File: src/rtl/fifo_rd_stream.sv
// Read-side adapter for the single-clock FIFO: absorbs the 1-cycle read
// latency in a 2-entry skid buffer and emits a valid/ready stream with tlast.
module fifo_rd_stream #(
    parameter int DATA_W      = 8,
    parameter int PKT_MAX     = 512,
    parameter int IDLE_CYCLES = 16,
    parameter int CNT_W       = $clog2(PKT_MAX + 1)
) (
    input  logic              clk,
    input  logic              rst,
    input  logic [DATA_W-1:0] fifo_rdata,
    input  logic              fifo_rvalid,
    input  logic              fifo_empty,
    output logic              fifo_ren,
    output logic [DATA_W-1:0] tdata,
    output logic              tvalid,
    input  logic              tready,
    output logic              tlast,
    output logic [CNT_W-1:0]  pkt_words
);

    localparam int IDLE_W = $clog2(IDLE_CYCLES + 1);
    localparam logic [CNT_W-1:0]  LAST_IDX = CNT_W'(PKT_MAX - 1);
    localparam logic [IDLE_W-1:0] IDLE_END = IDLE_W'(IDLE_CYCLES - 1);

    logic [DATA_W-1:0] r_buf [2];
    logic [1:0]        r_cnt;
    logic              r_inflight;
    logic              r_flush;
    logic [IDLE_W-1:0] r_idle;
    logic [CNT_W-1:0]  r_pkt;

    logic       w_pop;
    logic       w_app;
    logic       w_idle;
    logic       w_wr_idx;
    logic [1:0] w_occ;

    assign w_occ  = r_cnt + {1'b0, r_inflight};
    assign w_app  = fifo_rvalid && r_inflight;

    // A lone word with no known successor waits so tlast is settled first
    assign tvalid = (r_cnt != 2'd0) &&
                    (r_cnt[1] || r_inflight || !fifo_empty || r_flush);
    assign w_pop  = tvalid && tready;

    assign fifo_ren  = !rst && !fifo_empty && ((w_occ < 2'd2) || w_pop);
    assign tdata     = r_buf[0];
    assign tlast     = tvalid && ((r_pkt == LAST_IDX) || r_flush);
    assign pkt_words = r_pkt;

    assign w_idle = (r_cnt == 2'd1) && !r_inflight && fifo_empty && !tvalid;

    // Appends only happen with at most one word held, so the slot is 0 or 1
    assign w_wr_idx = r_cnt[0] && !w_pop;

    always_ff @(posedge clk) begin
        if (w_pop)
            r_buf[0] <= r_buf[1];
        if (w_app)
            r_buf[w_wr_idx] <= fifo_rdata;
    end

    always_ff @(posedge clk) begin
        if (rst) begin
            r_cnt      <= 2'd0;
            r_inflight <= 1'b0;
            r_flush    <= 1'b0;
            r_idle     <= '0;
            r_pkt      <= '0;
        end else begin
            r_cnt <= r_cnt + {1'b0, w_app} - {1'b0, w_pop};
            if (fifo_ren)
                r_inflight <= 1'b1;
            else if (w_app)
                r_inflight <= 1'b0;
            if (w_idle) begin
                r_idle <= r_idle + IDLE_W'(1);
                if (r_idle == IDLE_END)
                    r_flush <= 1'b1;
            end else begin
                r_idle <= '0;
                if (w_pop && r_flush)
                    r_flush <= 1'b0;
            end
            if (w_pop)
                r_pkt <= tlast ? '0 : r_pkt + CNT_W'(1);
        end
    end

    always_ff @(posedge clk) begin
        if (!rst)
            assert (!(fifo_rvalid && !r_inflight));
    end

endmodule

File: config.mk
export PLATFORM = sky130hd
export DESIGN_NAME = fifo_rd_stream
export DESIGN_NICKNAME = d
export VERILOG_FILES = /design/src/rtl/fifo_rd_stream.sv
export SDC_FILE = /design/constraint.sdc
export NUM_CORES = 1
export LEC_CHECK = 0
export BUFFER_PORTS_ARGS = -buffer_cell sky130_fd_sc_hd__buf_2
export CAP_MARGIN = 40
export CORE_ASPECT_RATIO = 0.75
export CORE_MARGIN = 3
export CORE_UTILIZATION = 35
export DETAILED_ROUTE_END_ITERATION = 10
export PLACE_DENSITY = 0.63
export SKIP_LAST_GASP = 1
export SLEW_MARGIN = 0
export SYNTH_ARGS = -nofsm -noshare
export SYNTH_HDL_FRONTEND = slang
export SYNTH_SLANG_ARGS = --single-unit
File: constraint.sdc
create_clock -name clk -period 3.5 [get_ports clk]
set_clock_uncertainty 0.05 [all_clocks]
set_input_delay 0.35 -clock clk [delete_from_list [all_inputs] [get_ports clk]]
set_output_delay 0.35 -clock clk [all_outputs]
set_load 0.02 [all_outputs]
# Yosys cells after proc, flatten, opt, wreduce, memory -nomap -nowiden
# Memory sizes are Yosys's and may differ from the RTL's.
# Index checks and enable logic that the tools add are counted.
# classes
n_mux	10
magnitude_cmp	1
eq_ne	4
n_reduce_logical	26
add_sub_neg	5
bitwise	1
# ops
op	n
$logic_and A1 B1 Y1	11
$add A10 B1 Y10 const B	1
$eq A10 B9 Y1 const B	1
$mux W10	1
$mux W1	9
$reduce_bool A2 Y1	3
$add A5 B1 Y5 const B	1
$eq A5 B4 Y1 const B	1
$logic_not A1 Y1	5
$logic_or A1 B1 Y1	5
$add A2 B1 Y2	2
$eq A2 B1 Y1 const B	1
$lt A2 B2 Y1 const B	1
$ne A2 B1 Y1 const B	1
$reduce_and A2 Y1	1
$reduce_or A2 Y1	1
$sub A2 B1 Y2	1
$not A1 Y1	1
# word_totals
elab_cells	53
memories	1
output_inout_bits	21
ram_bits	16
in_bits	13
ff_bits	19
# mem_list
name	words	word_bits	rd	rd_ports_with_merged_regs	wr	line_no	text
r_buf	2	8	2	0	2	26	logic [DATA_W-1:0] r_buf [2];

# Logic depth before layout (Yosys ltp)
# Gate-level depths: netlist (run 1).
# logic_depth
depth_word	8
depth_mapped	11
ltp_nobuf	9

# Least setup slack after synthesis (run 1)
# No wires, ideal clock.
# synth_timing
path_kind	register to register
start	register r_cnt[1]
end	memory r_buf[1][0] (enable)
required_time_ns	3.067
path_buffers	2
path_slack_ns	1.198
setup_ns	0.383
arrival_ns	1.869
period_less_slack_ns	2.302
stages_incl_launch_ff	7
cell_sequence	dfxtp_1 -> buf_2 -> nor4b_2 -> or2_1 -> buf_6 -> inv_1 -> nor3_1
# synth_rtl
element	line_no	text
start: declaration	27	logic [1:0] r_cnt;
start signal: assignment	72	r_cnt <= r_cnt + {1'b0, w_app} - {1'b0, w_pop};
end: declaration	26	

# Worst setup path after layout (run 1)
# layout_timing
start	register r_inflight
end	register r_cnt[1]
# layout_between
elab_chain_len	6
word_cells_on_any_way	8
classes_between	2 x add/sub; 6 x reduce/logical
# layout_lines
element	line_no	text
start: declaration	28	logic r_inflight;
start signal: assignment	67	r_inflight <= 1'b0;
start signal: assignment	74	r_inflight <= 1'b1;
start signal: assignment	76	r_inflight <= 1'b0;
$logic_or A1 B1 Y1 (3 in series)	44	(r_cnt[1] || r_inflight || !fifo_empty || r_flush);
$logic_and A1 B1 Y1	43	assign tvalid = (r_cnt != 2'd0) &&
$logic_and A1 B1 Y1	45	assign w_pop = tvalid && tready;
net w_pop	33	logic w_pop;
$sub A2 B1 Y2	72	
# The timed path passes the listed nets, and every way through them passes these cells.
# A chain may end at the register's enable or synchronous reset.

==> results.sh, run 1 <==
export IMPL_grt_pass1_vias=1012
export IMPL_cts_repair_resized=0
export IMPL_routed_wirelength_mm=2.87
export IMPL_finalHoldViolations=0
export IMPL_wire_per_inst_microns=12.7
export IMPL_worst_path_buf_inv=2
export IMPL_post_cts_setup_buffers=0
export IMPL_peakVddDrop_uv=230
export IMPL_holdWs_ps=209
export IMPL_drc_errors=0
export IMPL_clk_latency_ps=280
export IMPL_worstSetupPathDepth=9
export IMPL_die_w_microns=82.1
export IMPL_antenna_found_initial=0
export IMPL_min_path_cells=1
export IMPL_pin_count=34
export IMPL_cp_data_arrival_time_ps=2640
export IMPL_fin_util_pct=44.6
export IMPL_p_leak_nw=0.734
export IMPL_chipHeight_microns=63.1
export IMPL_finalSetupViolCount=0
export IMPL_critical_path_top_delay_family="simple AND/OR/NAND/NOR gates"
export IMPL_vias_per_cell=4.75
export IMPL_initial_core_util_pct=37.0
export IMPL_cts_tree="built"
export IMPL_cp_max_fo=8
export IMPL_fill_cells=400
export IMPL_clock_sinks=35
export IMPL_finalWeightedCongestion=0.867
export IMPL_crit_required_ps=3620
export IMPL_maxSlewViolCount=0
export IMPL_syn_avg_cell_area_sq_um=11.6
export IMPL_grt_use_total_pct=11.8
export IMPL_synth_top_area_share_pct=31.6
export IMPL_area_delta_synth_final_pct=20.4
export IMPL_worst_slack_ps=984
export IMPL_grt_pass1_wl_mm=4.62
export IMPL_syn_area_sq_mm=0.00152
export IMPL_yosysWarnings=0
export IMPL_coreArea_sq_mm=0.00410
export IMPL_layout_drive_gt1_share_pct=32.2
export IMPL_io_buffers=33
export IMPL_via_count=1074
export IMPL_power_w=0.000924
export IMPL_period_minus_slack_ps=2520
export IMPL_mostFrequentLayoutCells="33 x buf_2, 19 x dfxtp_1, 17 x nor2_1, 16 x edfxtp_1, 9 x xnor2_1"
export IMPL_fp_row_count=20
export IMPL_min_path_type="primary input to flop"
export IMPL_clkPwrFrac_pct=29.5
export IMPL_cpPeakStageDelay_ps=590
export IMPL_hpwl_mm=2.24
export IMPL_crit_slowest_cell="nor4b_2"
export IMPL_diodes=0
export IMPL_status="complete, no violations"
export IMPL_htreeDepth=2
export IMPL_slew_headroom_pct=58.4
export IMPL_r2r_cells=9
export IMPL_switchingPower_w=0.000262
export IMPL_power_frac_comb_pct=17.6
export IMPL_dieArea_sq_mm=0.00518
export IMPL_layout_nets=188
export IMPL_cts_buffer_depth=2
export IMPL_synth_nets=149
export IMPL_maxCapViolCount=0
export IMPL_ys_seq_area_share_pct=56.6
export IMPL_max_freq_mhz=397
export IMPL_dr_first_iter_drc_count=34
export IMPL_syn_inst=131
export IMPL_rsz0062_at_grt="false"
export IMPL_yosysTopAreaCell="edfxtp_1"
export IMPL_tightestPinTransition_ps=623
export IMPL_regArea_sq_um=861
export IMPL_ys_types=37
export IMPL_startpoint_type="flop"
export IMPL_ys_top_cells_by_area="edfxtp_1 32%, dfxtp_1 25%, mux2_2 5.9%"
export IMPL_finalCritPeriodShare_pct=71.9
export IMPL_grt_max_degree=12
export IMPL_clock_tree_root_cell="clkbuf_8"
export IMPL_power_frac_seq_pct=52.8
export IMPL_synth_seq_cells=35
export IMPL_hold_buffers=0
export IMPL_multi_input_comb_area_sq_um=621
export IMPL_p_int_w=0.000662
export IMPL_firstDrtPassIters=4
export IMPL_setup_tns_ps=0
export IMPL_cts_buffers=5
export IMPL_place_ws_ps=975
export IMPL_ant_nets=0
export IMPL_layout_commonest_cell="buf_2"
export IMPL_critical_path_class="flop to flop"
export IMPL_cp_cell_sequence="nor4b_2 > or2_1 > inv_1 > ha_1 > inv_1 > ha_1 > xor2_1 > xnor2_1 > nor2_1"
export IMPL_powerDensity_mw_per_mm2=505
export IMPL_grt_remaining_overflow=0
export IMPL_clk_pin_slew_worst_paths_ps=70
export IMPL_cp_end_kind="flop"
export IMPL_switching_share_pct=28.3
sequential cells by signal, summed over array words and instances, names as in the netlist:
signal / count
r_cnt: 2
r_flush: 1
pkt_words: 10
r_buf: 16
r_inflight: 1
r_idle: 5
synthesized netlist by cell type (all sizes together):
| cell type | count |
|---|---|
| nor2 | 17 |
| dfxtp | 19 |
| inv | 6 |
| a21oi | 4 |
| and4b | 1 |
| nor3b | 1 |
| nand2 | 7 |
| o31ai | 1 |
| or3 | 1 |
| or4 | 2 |
| o21a | 1 |
| nor4b | 2 |
| buf | 2 |
| nor3 | 4 |
| edfxtp | 16 |
| and2 | 1 |
| xor2 | 3 |
| ha | 5 |
| nor2b | 1 |
| or2 | 2 |
| a21o | 1 |
| nor4 | 2 |
| mux2 | 8 |
| nand3 | 3 |
| o211ai | 1 |
| nand4 | 3 |
| xnor2 | 9 |
| nand2b | 1 |
| o21bai | 1 |
| o21ai | 2 |
| and3 | 2 |
| a31oi | 2 |
cell families after synthesis:
| kind of cell | synth area share (%) |
|---|---|
| AND/OR/NAND/NOR | 17.5 |
| flip-flops | 56.6 |
| AO/OA/AOI/OAI | 6.34 |
| XOR/XNOR | 6.91 |
| buffers and inverters | 2.55 |
| multiplexers | 5.93 |
| adder cells (fa/ha/maj) | 4.12 |
path summary, 6_finish.rpt:
path / startpoint / to / slack [ps]
setup reg to reg: r_inflight / r_cnt[1] / 980
setup / recovery: r_inflight / r_cnt[1] / 980
hold reg to reg: r_idle[0] / r_idle[0] / 410
hold / removal: fifo_rdata[2] / r_buf[1][2] / 210
through the flow:
| stage | std cells | area, sq um |
|---|---|---|
| floorplan | 131 | 1520 |
| global placement | 218 | 1750 |
| detailed placement | 218 | 1750 |
| CTS | 226 | 1830 |
| global route | 226 | 1830 |
| finish | 226 | 1830 |
power groups by stage:
stage / logic [W] / registers (W) / clock network [W]
global route: 0.000180 / 0.000491 / 0.000298
detailed placement: 0.000164 / 0.000497 / 0
global placement: 0.000160 / 0.000496 / 0
CTS: 0.000165 / 0.000488 / 0.000281
finish: 0.000163 / 0.000488 / 0.000273
floorplan: 0.000105 / 0.000509 / 0
layout make-up:
| class | instances | area share, % |
|---|---|---|
| clock buffer | 6 | 3.96 |
| clock inverter | 2 | 0.684 |
| inverter | 6 | 1.23 |
| multi-input combinational | 88 | 33.9 |
| sequential | 35 | 47.0 |
| tap | 55 | 3.76 |
| timing repair buffer | 34 | 9.43 |
routing by layer:
| layer | wire (microns) | part of all wire, % | global-route usage (%) |
|---|---|---|---|
| met1 | 1400 | 49 | 15.1 |
| met2 | 1230 | 43 | 17.3 |
| met3 | 186 | 6.5 | 4.86 |
| met4 | 49 | 1.7 | 4.98 |
| met5 | 0 | 0 | 0 |
No activity file was read; power rests on OpenSTA's default activity.
==> inputs of run 2 (changes only) <==
--- a/config.mk
+++ b/config.mk
@@ -11,7 +11,7 @@
 export CORE_MARGIN = 3
 export CORE_UTILIZATION = 35
 export DETAILED_ROUTE_END_ITERATION = 10
-export PLACE_DENSITY = 0.63
+export PLACE_DENSITY = 0.65
 export SKIP_LAST_GASP = 1
 export SLEW_MARGIN = 0
 export SYNTH_ARGS = -nofsm -noshare
==> constraint.sdc (replaced) <==
create_clock -name clk -period 2.05 [get_ports clk]
set_clock_uncertainty 0.05 [all_clocks]
set_input_delay 0.205 -clock clk [delete_from_list [all_inputs] [get_ports clk]]
set_output_delay 0.205 -clock clk [all_outputs]
set_load 0.02 [all_outputs]
==> run 2 against run 1 <==
Net effect:
- sequential power rose by 70%
- count of clock-buffer cells in the layout did not move
- setup slack got worse by 830 ps
- largest power group unchanged
==> results.sh, run 2 (synthesis results as in run 1) <==
export IMPL_grt_pass1_vias=1135
export IMPL_clock_tree_root_cell="clkbuf_8"
export IMPL_p_leak_nw=0.789
export IMPL_cts_buffers=5
export IMPL_crit_required_ps=2180
export IMPL_fill_cells=380
export IMPL_cts_tree="built"
export IMPL_grt_remaining_overflow=0
export IMPL_largest_reg_flops=16
export IMPL_reg2reg_to="r_cnt[1]"
export IMPL_clkPwrFrac_pct=38.0
export IMPL_crit_start="r_cnt[1]"
export IMPL_area_delta_synth_final_pct=29.7
export IMPL_critical_path_class="flop to flop"
export IMPL_tightestPinTransition_ps=438
export IMPL_gr_usage_met3_pct=4.29
export IMPL_antenna_found_initial=0
export IMPL_grt_util_met1_pct=17.1
export IMPL_hold_path_startpoint="fifo_rdata[5]"
export IMPL_min_to="r_buf[1][5]"
export IMPL_period_minus_slack_ps=1900
export IMPL_p_int_w=0.00143
export IMPL_r2r_start="r_cnt[1]"
export IMPL_initial_core_util_pct=37.0
export IMPL_coreArea_sq_mm=0.00410
export IMPL_layout_commonest_cell="buf_2"
export IMPL_vias_per_cell=4.81
export IMPL_mostFrequentLayoutCells="33 x buf_2, 17 x nor2_1, 17 x dfxtp_1, 16 x edfxtp_1, 9 x xnor2_1"
export IMPL_fp_row_count=20
export IMPL_finalHoldViolations=0
export IMPL_pin_count=34
export IMPL_drc_errors=0
export IMPL_worst_slack_ps=149
export IMPL_finalSetupViolCount=0
export IMPL_startpoint_type="flop"
export IMPL_finalCritPeriodShare_pct=92.7
export IMPL_hpwl_mm=2.33
export IMPL_use_met2_pct=19.1
export IMPL_power_frac_comb_pct=18.9
export IMPL_rsz0062_at_grt="false"
export IMPL_max_freq_mhz=526
export IMPL_dieArea_sq_mm=0.00518
export IMPL_r2r_cells=9
export IMPL_cp_max_fo=7
export IMPL_setup_tns_ps=0
export IMPL_via_count=1115
export IMPL_place_ws_ps=83.1
export IMPL_layout_drive_gt1_share_pct=39.0
export IMPL_min_path_type="primary input to flop"
export IMPL_maxSlewViolCount=0
export IMPL_clock_sinks=35
export IMPL_clk_latency_ps=290
export IMPL_grt_pass1_wl_mm=5.06
export IMPL_die_w_microns=82.1
export IMPL_routed_wirelength_mm=3.04
export IMPL_switching_share_pct=25.9
export IMPL_firstDrtPassIters=4
export IMPL_grt_use_total_pct=13.0
export IMPL_finalWeightedCongestion=0.778
export IMPL_cp_data_arrival_time_ps=2030
export IMPL_grt_max_degree=12
export IMPL_htreeDepth=2
export IMPL_clk_pin_slew_worst_paths_ps=70
export IMPL_largest_register="r_buf"
export IMPL_switchingPower_w=0.000499
export IMPL_power_frac_seq_pct=43.1
export IMPL_min_path_cells=1
export IMPL_chipHeight_microns=63.1
export IMPL_wire_per_inst_microns=13.1
export IMPL_busiest_layer="met2"
export IMPL_maxCapViolCount=0
export IMPL_slew_headroom_pct=70.8
export IMPL_ant_nets=0
export IMPL_diodes=0
export IMPL_dr_first_iter_drc_count=38
export IMPL_peakVddDrop_uv=493
export IMPL_cts_buffer_depth=2
export IMPL_layout_nets=194
export IMPL_cp_end_kind="flop"
export IMPL_r2r_setup_slack_ps=150
export IMPL_status="complete, no violations"
export IMPL_io_buffers=33
export IMPL_powerDensity_mw_per_mm2=978
==> run 2: changes by cell type in the layout (fill, tap and decap cells not counted), sizes merged <==
cell      delta
buf          +6
bufinv       +2
clkinv       -1
clkinvlp     -1
==> run 2: timing repair <==
item | CTS | global route
gates resized for setup | 0 | 2
hold buffers | 0 | 0
buffers inserted | 0 | 1
setup endpoints to repair | 0 | 1
==> run 2: final cells by class <==
cell class / count / area, sq um / share of cell area, %
Sequential cell: 35 / 863 / 43.8
Clock inverter: 2 / 60.1 / 3.05
Tap cell: 55 / 68.8 / 3.49
Inverter: 6 / 27.5 / 1.40
Multi-Input combinational cell: 88 / 662 / 33.6
Timing Repair Buffer: 40 / 218 / 11.0
Clock buffer: 6 / 72.6 / 3.68
==> run 2: power groups by stage <==
stage / sequential [W] / combinational [W] / clock (W)
2_1_floorplan: 0.000875 / 0.000212 / 0
3_3_place_gp: 0.000844 / 0.000346 / 0
3_5_place_dp: 0.000847 / 0.000355 / 0
4_1_cts: 0.000831 / 0.000359 / 0.000743
5_1_grt: 0.000837 / 0.000404 / 0.000773
6_report: 0.000832 / 0.000364 / 0.000732
==> run 2: worst max-delay path by stage <==
stage	endpoint	slack, ps
3_3_place_gp	r_cnt[1]	180
3_5_place_dp	r_cnt[1]	80
6_report	r_cnt[1]	150
5_1_grt	r_cnt[1]	20
2_1_floorplan	r_cnt[1]	3
4_1_cts	r_cnt[1]	60
==> run 2: metrics by stage <==
| stage | hold WS [ps] | cells | total power (W) | util (%) | instance area, sq um |
|---|---|---|---|---|---|
| 5_1_grt | 41.9 | 232 | 0.00201 | 48.0 | 1970 |
| 3_5_place_dp | 351 | 223 | 0.00120 | 44.5 | 1830 |
| 3_3_place_gp | 347 | 223 | 0.00119 | 44.5 | 1830 |
| 6_report | 53.3 | 232 | 0.00193 | 48.0 | 1970 |
| 4_1_cts | 46.5 | 231 | 0.00193 | 47.8 | 1960 |
| 2_1_floorplan | 220 | 131 | 0.00109 | - | 1570 |
==> run 2: critical path: stages, from the launching register on <==
cell and delay (ps):
dfxtp_2 380, nor4b_4 300, or2_4 200, inv_6 50, ha_4 250, inv_2 30
ha_4 140, xor2_1 160, xnor2_1 170, nor2_1 60
==> run 2: layer usage <==
layer  routed length [microns]  share of wire [%]  up-vias
li1                          -                  -      557
met1                      1490                 49      513
met2                      1280                 42       37
met3                       210                6.9        8
met4                        65                2.1        0
met5                         0                  0        -
==> inputs of run 3 (changes only) <==
--- a/config.mk
+++ b/config.mk
@@ -7,11 +7,13 @@
 export LEC_CHECK = 0
 export BUFFER_PORTS_ARGS = -buffer_cell sky130_fd_sc_hd__buf_2
 export CAP_MARGIN = 40
+export CELL_PAD_IN_SITES_DETAIL_PLACEMENT = 1
+export CELL_PAD_IN_SITES_GLOBAL_PLACEMENT = 2
 export CORE_ASPECT_RATIO = 0.75
 export CORE_MARGIN = 3
-export CORE_UTILIZATION = 35
+export CORE_UTILIZATION = 30
 export DETAILED_ROUTE_END_ITERATION = 10
-export PLACE_DENSITY = 0.65
+export PLACE_DENSITY = 0.8
 export SKIP_LAST_GASP = 1
 export SLEW_MARGIN = 0
 export SYNTH_ARGS = -nofsm -noshare
==> run 3 against run 2 <==
Net effect:
- die area is 15% higher
- non-clock buffer count decreased by 1
- clock power down 34%
- combinational power is 5% lower
- flip-flop and latch count unchanged
- global-route usage shrank 0.44 points
==> results.sh, run 3 (synthesis results as in run 1) <==
export IMPL_coreArea_sq_mm=0.00468
export IMPL_cts_buffers=5
export IMPL_largest_reg_flops=16
export IMPL_chipHeight_microns=67.7
export IMPL_largest_register="r_buf"
export IMPL_min_path_type="primary input to flop"
export IMPL_p_leak_nw=0.757
export IMPL_cts_repair_resized=0
export IMPL_hpwl_mm=2.57
export IMPL_grt_remaining_overflow=0
export IMPL_finalCritPeriodShare_pct=93.3
export IMPL_area_delta_synth_final_pct=26.0
export IMPL_finalSetupViolCount=0
export IMPL_fp_row_count=21
export IMPL_io_buffers=33
export IMPL_clock_tree_root_cell="clkbuf_8"
export IMPL_via_count=1136
export IMPL_crit_required_ps=2170
export IMPL_firstDrtPassIters=4
export IMPL_mostFrequentLayoutCells="33 x buf_2, 18 x dfxtp_1, 17 x nor2_1, 16 x edfxtp_1, 9 x xnor2_1"
export IMPL_maxCapViolCount=0
export IMPL_vias_per_cell=4.88
export IMPL_fin_util_pct=41.0
export IMPL_wire_per_inst_microns=14.4
export IMPL_layout_nets=193
export IMPL_setup_tns_ps=0
export IMPL_cts_buffer_depth=2
export IMPL_finalHoldViolations=0
export IMPL_grt_pass1_vias=1150
export IMPL_pin_count=34
export IMPL_initial_core_util_pct=32.5
export IMPL_hold_buffers=0
export IMPL_routed_wirelength_mm=3.36
export IMPL_tightestPinTransition_ps=465
export IMPL_max_freq_mhz=523
export IMPL_maxSlewViolCount=0
export IMPL_diodes=0
export IMPL_regArea_sq_um=862
export IMPL_status="complete, no violations"
export IMPL_drc_errors=0
export IMPL_clk_pin_slew_worst_paths_ps=70
export IMPL_fill_cells=533
export IMPL_dieArea_sq_mm=0.00597
export IMPL_critical_path_class="flop to flop"
export IMPL_finalWeightedCongestion=0.736
export IMPL_slew_headroom_pct=69.0
export IMPL_multi_input_comb_area_sq_um=659
export IMPL_ant_nets=0
export IMPL_post_cts_setup_buffers=0
export IMPL_clock_sinks=35
export IMPL_clk_latency_ps=280
export IMPL_r2r_setup_slack_ps=140
export IMPL_layout_commonest_cell="buf_2"
export IMPL_startpoint_type="flop"
export IMPL_cts_tree="built"
export IMPL_grt_pass1_wl_mm=5.52
export IMPL_peakVddDrop_uv=272
export IMPL_dr_first_iter_drc_count=84
export IMPL_period_minus_slack_ps=1910
export IMPL_grt_max_degree=12
export IMPL_htreeDepth=2
export IMPL_grt_use_total_pct=12.6
export IMPL_layout_drive_gt1_share_pct=37.5
export IMPL_powerDensity_mw_per_mm2=868
export IMPL_cp_max_fo=7
export IMPL_rsz0062_at_grt="false"
export IMPL_die_w_microns=88.2
export IMPL_cp_end_kind="flop"
export IMPL_antenna_found_initial=0
export IMPL_cp_data_arrival_time_ps=2030
run 3: final cells by class:
type / instances / area share (%)
tap: 57 / 3.72
clock buffer: 6 / 3.79
clock inverter: 2 / 0.653
timing repair buffer: 39 / 11.0
sequential: 35 / 45.0
multi-input combinational: 88 / 34.4
inverter: 6 / 1.44
run 3: critical path, stage by stage (launching register included):
cell,delay (ps)
dfxtp_2,370
nor4b_4,300
or2_1,220
inv_6,60
ha_4,260
inv_2,30
ha_4,140
xor2_1,160
xnor2_1,160
nor2_1,50
run 3: per-stage QoR:
step | setup WS, ps | instance area, sq um | hold slack [ps] | power, W | instances
after global placement | 187 | 1830 | 349 | 0.00119 | 225
after global routing | 18.3 | 1920 | 43.3 | 0.00176 | 233
after CTS | 124 | 1920 | 46.9 | 0.00169 | 233
after detailed placement | 141 | 1830 | 347 | 0.00120 | 225
after floorplan | 2.74 | 1570 | 220 | 0.00109 | 131
final | 138 | 1920 | 54.9 | 0.00166 | 233
run 3: final timing paths:
kind / from / endpoint / cells past startpoint
min: fifo_rdata[2] / r_buf[1][2] / 1
min reg2reg: r_idle[0] / r_idle[0] / 1
max: r_cnt[1] / r_cnt[1] / 9
max reg2reg: r_cnt[1] / r_cnt[1] / 9
run 3: layer usage:
| layer | part of all wire (%) | GRT usage (%) |
|---|---|---|
| met2 | 49 | 20.2 |
| met3 | 4.6 | 4.51 |
| met1 | 45 | 15.1 |
| met4 | 1.8 | 5.66 |
| met5 | 0 | 0 |
run 3: report_power, final:
group | leakage (nW) | switching, W | total (W) | internal [W]
clock | 0.0412 | 0.000244 | 0.000481 | 0.000237
combinational | 0.415 | 0.000205 | 0.000345 | 0.000140
sequential | 0.301 | 0.0000448 | 0.000836 | 0.000792
total | 0.757 | 0.000494 | 0.00166 | 0.00117
